[src/rtl/uart_pkg.sv]
// rtl/uart_pkg.sv - shared UART types and constants
package uart_pkg;

    typedef enum logic [2:0] {
        TX_IDLE   = 3'd0,
        TX_FETCH  = 3'd1,
        TX_LOAD   = 3'd2,
        TX_START  = 3'd3,
        TX_DATA   = 3'd4,
        TX_PARITY = 3'd5,
        TX_STOP   = 3'd6
    } tx_state_e;

    localparam int UART_DATA_BITS = 8;
    localparam int UART_MIN_DIV   = 2;

endpackage

[src/rtl/uart_baud_gen.sv]
// rtl/uart_baud_gen.sv - loadable bit-period down-counter shared by TX and RX
module uart_baud_gen
    import uart_pkg::*;
#(
    parameter int DIV_W = 16
) (
    input  logic             clk_i,
    input  logic             rst_ni,
    input  logic             load_i,
    input  logic [DIV_W-1:0] div_i,
    output logic             bit_tick_o
);

    logic [DIV_W-1:0] div_q;
    logic [DIV_W-1:0] cnt_q;
    logic [DIV_W-1:0] div_eff;

    // Divisors below the minimum would give a zero-length or one-cycle bit.
    assign div_eff = (div_i < DIV_W'(UART_MIN_DIV)) ? DIV_W'(UART_MIN_DIV) : div_i;

    always_ff @(posedge clk_i or negedge rst_ni) begin
        if (!rst_ni) begin
            div_q <= '0;
            cnt_q <= '0;
        end else if (load_i) begin
            div_q <= div_eff;
            cnt_q <= div_eff;
        end else if (cnt_q == DIV_W'(1)) begin
            cnt_q <= div_q;
        end else if (cnt_q != '0) begin
            cnt_q <= cnt_q - DIV_W'(1);
        end
    end

    assign bit_tick_o = (cnt_q == DIV_W'(1));

endmodule

[src/rtl/uart_tx_core.sv]
// rtl/uart_tx_core.sv - UART transmit engine draining a TX FIFO onto the serial pin
module uart_tx_core
    import uart_pkg::*;
#(
    parameter int DIV_W     = 16,
    parameter bit PARITY_EN = 1'b0
) (
    input  logic             clk_i,
    input  logic             rst_ni,
    input  logic             tx_en_i,
    input  logic [DIV_W-1:0] baud_div_i,
    input  logic             parity_odd_i,
    input  logic             stop2_i,
    input  logic             fifo_empty_i,
    output logic             fifo_rd_en_o,
    input  logic [7:0]       fifo_data_i,
    output logic             tx_o,
    output logic             busy_o,
    output logic             tx_done_o
);

    tx_state_e  state_q, state_d;
    logic [7:0] shift_q, shift_d;
    logic [2:0] bit_cnt_q, bit_cnt_d;
    logic       stop2_q, stop2_d;
    logic       par_q, par_d;
    logic       stop_cnt_q, stop_cnt_d;
    logic       bit_tick;
    logic       load;

    assign load = (state_q == TX_LOAD);

    uart_baud_gen #(.DIV_W(DIV_W)) u_baud (
        .clk_i      (clk_i),
        .rst_ni     (rst_ni),
        .load_i     (load),
        .div_i      (baud_div_i),
        .bit_tick_o (bit_tick)
    );

    always_ff @(posedge clk_i or negedge rst_ni) begin
        if (!rst_ni) begin
            state_q    <= TX_IDLE;
            shift_q    <= '0;
            bit_cnt_q  <= '0;
            stop2_q    <= 1'b0;
            par_q      <= 1'b0;
            stop_cnt_q <= 1'b0;
        end else begin
            state_q    <= state_d;
            shift_q    <= shift_d;
            bit_cnt_q  <= bit_cnt_d;
            stop2_q    <= stop2_d;
            par_q      <= par_d;
            stop_cnt_q <= stop_cnt_d;
        end
    end

    always_comb begin
        state_d      = state_q;
        shift_d      = shift_q;
        bit_cnt_d    = bit_cnt_q;
        stop2_d      = stop2_q;
        par_d        = par_q;
        stop_cnt_d   = stop_cnt_q;
        fifo_rd_en_o = 1'b0;
        tx_done_o    = 1'b0;
        tx_o         = 1'b1;
        busy_o       = (state_q != TX_IDLE);

        unique case (state_q)
            TX_IDLE: begin
                if (tx_en_i && !fifo_empty_i) state_d = TX_FETCH;
            end
            TX_FETCH: begin
                fifo_rd_en_o = 1'b1;
                state_d      = TX_LOAD;
            end
            TX_LOAD: begin
                // Parity is fixed from the whole byte here, so it survives the shifting.
                shift_d    = fifo_data_i;
                stop2_d    = stop2_i;
                par_d      = (^fifo_data_i) ^ parity_odd_i;
                bit_cnt_d  = '0;
                stop_cnt_d = 1'b0;
                state_d    = TX_START;
            end
            TX_START: begin
                tx_o = 1'b0;
                if (bit_tick) state_d = TX_DATA;
            end
            TX_DATA: begin
                tx_o = shift_q[0];
                if (bit_tick) begin
                    shift_d   = shift_q >> 1;
                    bit_cnt_d = bit_cnt_q + 3'd1;
                    if (bit_cnt_q == 3'(UART_DATA_BITS - 1)) begin
                        state_d = PARITY_EN ? TX_PARITY : TX_STOP;
                    end
                end
            end
            TX_PARITY: begin
                tx_o = par_q;
                if (bit_tick) state_d = TX_STOP;
            end
            TX_STOP: begin
                if (bit_tick) begin
                    if (stop2_q && !stop_cnt_q) begin
                        stop_cnt_d = 1'b1;
                    end else begin
                        stop_cnt_d = 1'b0;
                        tx_done_o  = 1'b1;
                        state_d    = TX_IDLE;
                    end
                end
            end
            default: state_d = TX_IDLE;
        endcase
    end

endmodule

[config.mk]
export PLATFORM = sky130hd
export DESIGN_NAME = uart_tx_core
export DESIGN_NICKNAME = d
export VERILOG_FILES = /design/src/rtl/uart_pkg.sv /design/src/rtl/uart_baud_gen.sv /design/src/rtl/uart_tx_core.sv
export SDC_FILE = /design/constraint.sdc
export NUM_CORES = 1
export LEC_CHECK = 0
export CAP_MARGIN = 20
export CORE_ASPECT_RATIO = 0.75
export CORE_MARGIN = 3
export CORE_UTILIZATION = 30
export DETAILED_ROUTE_END_ITERATION = 6
export DONT_BUFFER_PORTS = 1
export PLACE_DENSITY_LB_ADDON = 0.2
export SLEW_MARGIN = 0
export SYNTH_ARGS = -nofsm -noshare
export SYNTH_HDL_FRONTEND = slang
export SYNTH_HIERARCHICAL = 1
export SYNTH_SLANG_ARGS = --single-unit
[constraint.sdc]
create_clock -name clk_i -period 2.9 [get_ports clk_i]
set_clock_uncertainty 0.2 [all_clocks]
set_input_delay 0.725 -clock clk_i [delete_from_list [all_inputs] [get_ports clk_i]]
set_output_delay 0.725 -clock clk_i [all_outputs]
set_load 0.03 [all_outputs]
==> impl_metrics.json <==
{
  "status": "completed",
  "tns_ns": 0,
  "worst_pin_slew_ns": 0.591,
  "track_usage": 0.127,
  "cts_buffers": 5,
  "drive_gt1_frac": 0.160,
  "netlist_area_um2": 2750,
  "wl_per_cell_um": 15.2,
  "yosysUniqueCellTypes": 51,
  "r2r-end": "u_baud/cnt_q[15]",
  "synth_top_area_share": 0.446,
  "start_kind": "register",
  "rsz0062_at_grt": "false",
  "peakVddDrop_mv": 0.304,
  "pwr_density_cell_nw_per_um2": 877,
  "final_nets": 345,
  "report.final.slew_viol_count": 0,
  "grt_pass1_vias": 2056,
  "holdWs_ns": 0.0862,
  "antenna_cells": 0,
  "slew_headroom": 0.602,
  "max_freq_mhz": 366,
  "gp_congestion": 0.791,
  "coreArea_um2": 8670,
  "clock-sinks": 49,
  "avgSynthCellArea_um2": 9.17,
  "p_leak_nw": 1.34,
  "place_ws_ns": 0.349,
  "rows": 29,
  "hold_viol": 0,
  "cts-root-buf": "clkbuf_16",
  "dieArea_um2": 10400,
  "synth_edf_count": 0,
  "synth_flop_cell": "dfrtp_1",
  "syn_nets": 334,
  "grt_use_met2": 0.183,
  "first_iter_violations": 85,
  "synth_area_leaders": "dfrtp_1 45%, nand2_1 4.6%, a21oi_1 4.5%",
  "insertion_delay_ns": 0.29,
  "viasPerCell": 5.05,
  "ys_ff_latch": 49,
  "cts_buffer_depth": 2,
  "r2r_start": "state_q[2]",
  "area_delta_synth_final_pct": 14.3,
  "chipHeight_um": 88.9,
  "ctsHtreeMaxLevel": 2,
  "cp-end-kind": "output port",
  "min_path_type": "in -> async",
  "io_pins": 34,
  "r2r_cells": 6,
  "dr.pass1.iters": 4,
  "worstSetupPathType": "reg -> out",
  "port_buffers": 0,
  "grt.met1_usage": 0.188,
  "ant_nets": 0,
  "report.power.total_mw": 2.76,
  "worst_slack_ns": 0.168,
  "busiest_layer": "met1",
  "start_util": 0.317,
  "drt_drc_violations_left": 0,
  "setup_viol": 0,
  "antenna_found_initial": 0,
  "period_needed_ns": 2.73,
  "critPathMaxFanout": 3,
  "post-route-period-util": 0.942,
  "grt_pass1_wl_um": 10200,
  "place_area_um2": 2920,
  "dpl.hpwl_um": 4480,
  "crit_required_ns": 1.98,
  "stdcell_area_um2": 3140,
  "via_count": 2122,
  "rrSetupSlack_ns": 0.41,
  "routed_wl_um": 6360,
  "cp.arrival_ns": 1.81,
  "die_w_um": 117,
  "clkTransAtPathRegs_ns": 0.07,
  "cts_tree": "yes",
  "ys_async_sr_fraction": 1.00,
  "ys_seq_area_frac": 0.446,
  "grt_max_degree": 50,
  "synth_cells": 300,
  "drv_cap": 0,
  "yosysWarnings": 6,
  "overflow": 0,
  "synth_top_area_cell": "dfrtp_1",
  "use_met3": 0.0284
}
==> cells in the final DEF, fill, tap and decap left out, types with 4 or more instances in the layout <==
cell | netlist | routed
a21o_1 | 4 | 4
a21oi_1 | 25 | 25
buf_4 | 3 | 18
clkbuf_16 | 0 | 5
dfrtp_1 | 49 | 47
inv_1 | 18 | 17
mux2i_1 | 9 | 9
nand2_1 | 34 | 34
nand3_1 | 12 | 11
nor2_1 | 26 | 25
nor2b_1 | 5 | 5
nor4_1 | 5 | 4
o211ai_1 | 4 | 4
o21ai_0 | 25 | 25
o31ai_1 | 4 | 4
xnor2_1 | 10 | 10
xor2_1 | 4 | 4
==> power breakdown <==
group / internal [mW] / switching (mW)
combinational: 0.483 / 0.476
clock: 0.322 / 0.258
sequential: 0.975 / 0.244
total: 1.78 / 0.978
==> final cells by class <==
type                       count  area, um^2
clock buffer                   6         129
timing repair buffer          20         174
fill                         891        5530
sequential                    49        1230
tap                          108         135
multi-input combinational    215        1390
clock inverter                 2        13.8
inverter                      20        75.1
==> worst max-delay path, stage by stage (launching register included) <==
cell	delay, ns
dfrtp_2	0.41
inv_1	0.08
ha_2	0.18
nor4b_4	0.23
nand4_2	0.14
inv_2	0.10
nand3_2	0.09
nor2_2	0.15
buf_6	0.14
==> worst max-delay path by stage <==
stage,start,endpoint,slack [ns],depth (start not counted)
after floorplan,u_baud/cnt_q[1],tx_done_o,0.1,8
after global placement,u_baud/cnt_q[1],tx_done_o,0.37,8
after global routing,u_baud/cnt_q[1],tx_done_o,0.02,8
after detailed placement,u_baud/cnt_q[1],tx_done_o,0.35,8
after CTS,u_baud/cnt_q[1],tx_done_o,0.02,8
final,u_baud/cnt_q[1],tx_done_o,0.17,8
==> flip-flops by register name, summed over array words and instances, names as in the netlist <==
name and flops:
bit_cnt_q 3, par_q 1, u_baud/div_q 16, u_baud/cnt_q 16, stop2_q 1, state_q 3, shift_q 8, stop_cnt_q 1
==> cell families after synthesis <==
family                   count (synthesis)  synth area share
AND/OR/NAND/NOR                        108             0.212
AO/OA/AOI/OAI                           77             0.172
buffers and inverters                   36            0.0582
multiplexers                            11            0.0409
flip-flops                              49             0.446
adder cells (fa/ha/maj)                  4            0.0182
XOR/XNOR                                15            0.0528
==> Yosys cell counts, drive strengths merged (2+ instances only) <==
cell,n
dfrtp,49
nand2,34
o21ai,28
a21oi,26
nor2,26
inv,19
nand3,12
xnor2,10
buf,9
mux2i,9
clkbuf,7
nor4,6
nor2b,5
a21o,4
ha,4
nor3,4
o211ai,4
o31ai,4
or4,4
xor2,4
nand2b,3
nand4,3
nor3b,3
or3,3
a211oi,2
a22o,2
mux2,2
nand4b,2
==> what timing repair did <==
action,in CTS,in global routing
resized for setup,0,8
hold buffers,1,0
hold endpoints to repair,49,0
endpoints found under the setup margin,0,1
setup buffers,0,3
==> metal layers <==
layer,wire length (um),vias up,share of wire
li1,-,1065,-
met1,3380,1025,0.53
met2,2690,29,0.42
met3,252,3,0.040
met4,44,0,0.0069
met5,0,-,0
==> per-stage QoR <==
step | utilization | std cells
6_report | 0.363 | 420
5_1_grt | 0.363 | 420
4_1_cts | 0.357 | 417
3_5_place_dp | 0.337 | 408
3_3_place_gp | 0.337 | 408
2_1_floorplan | - | 300
Power figures use the tool's default switching activity.
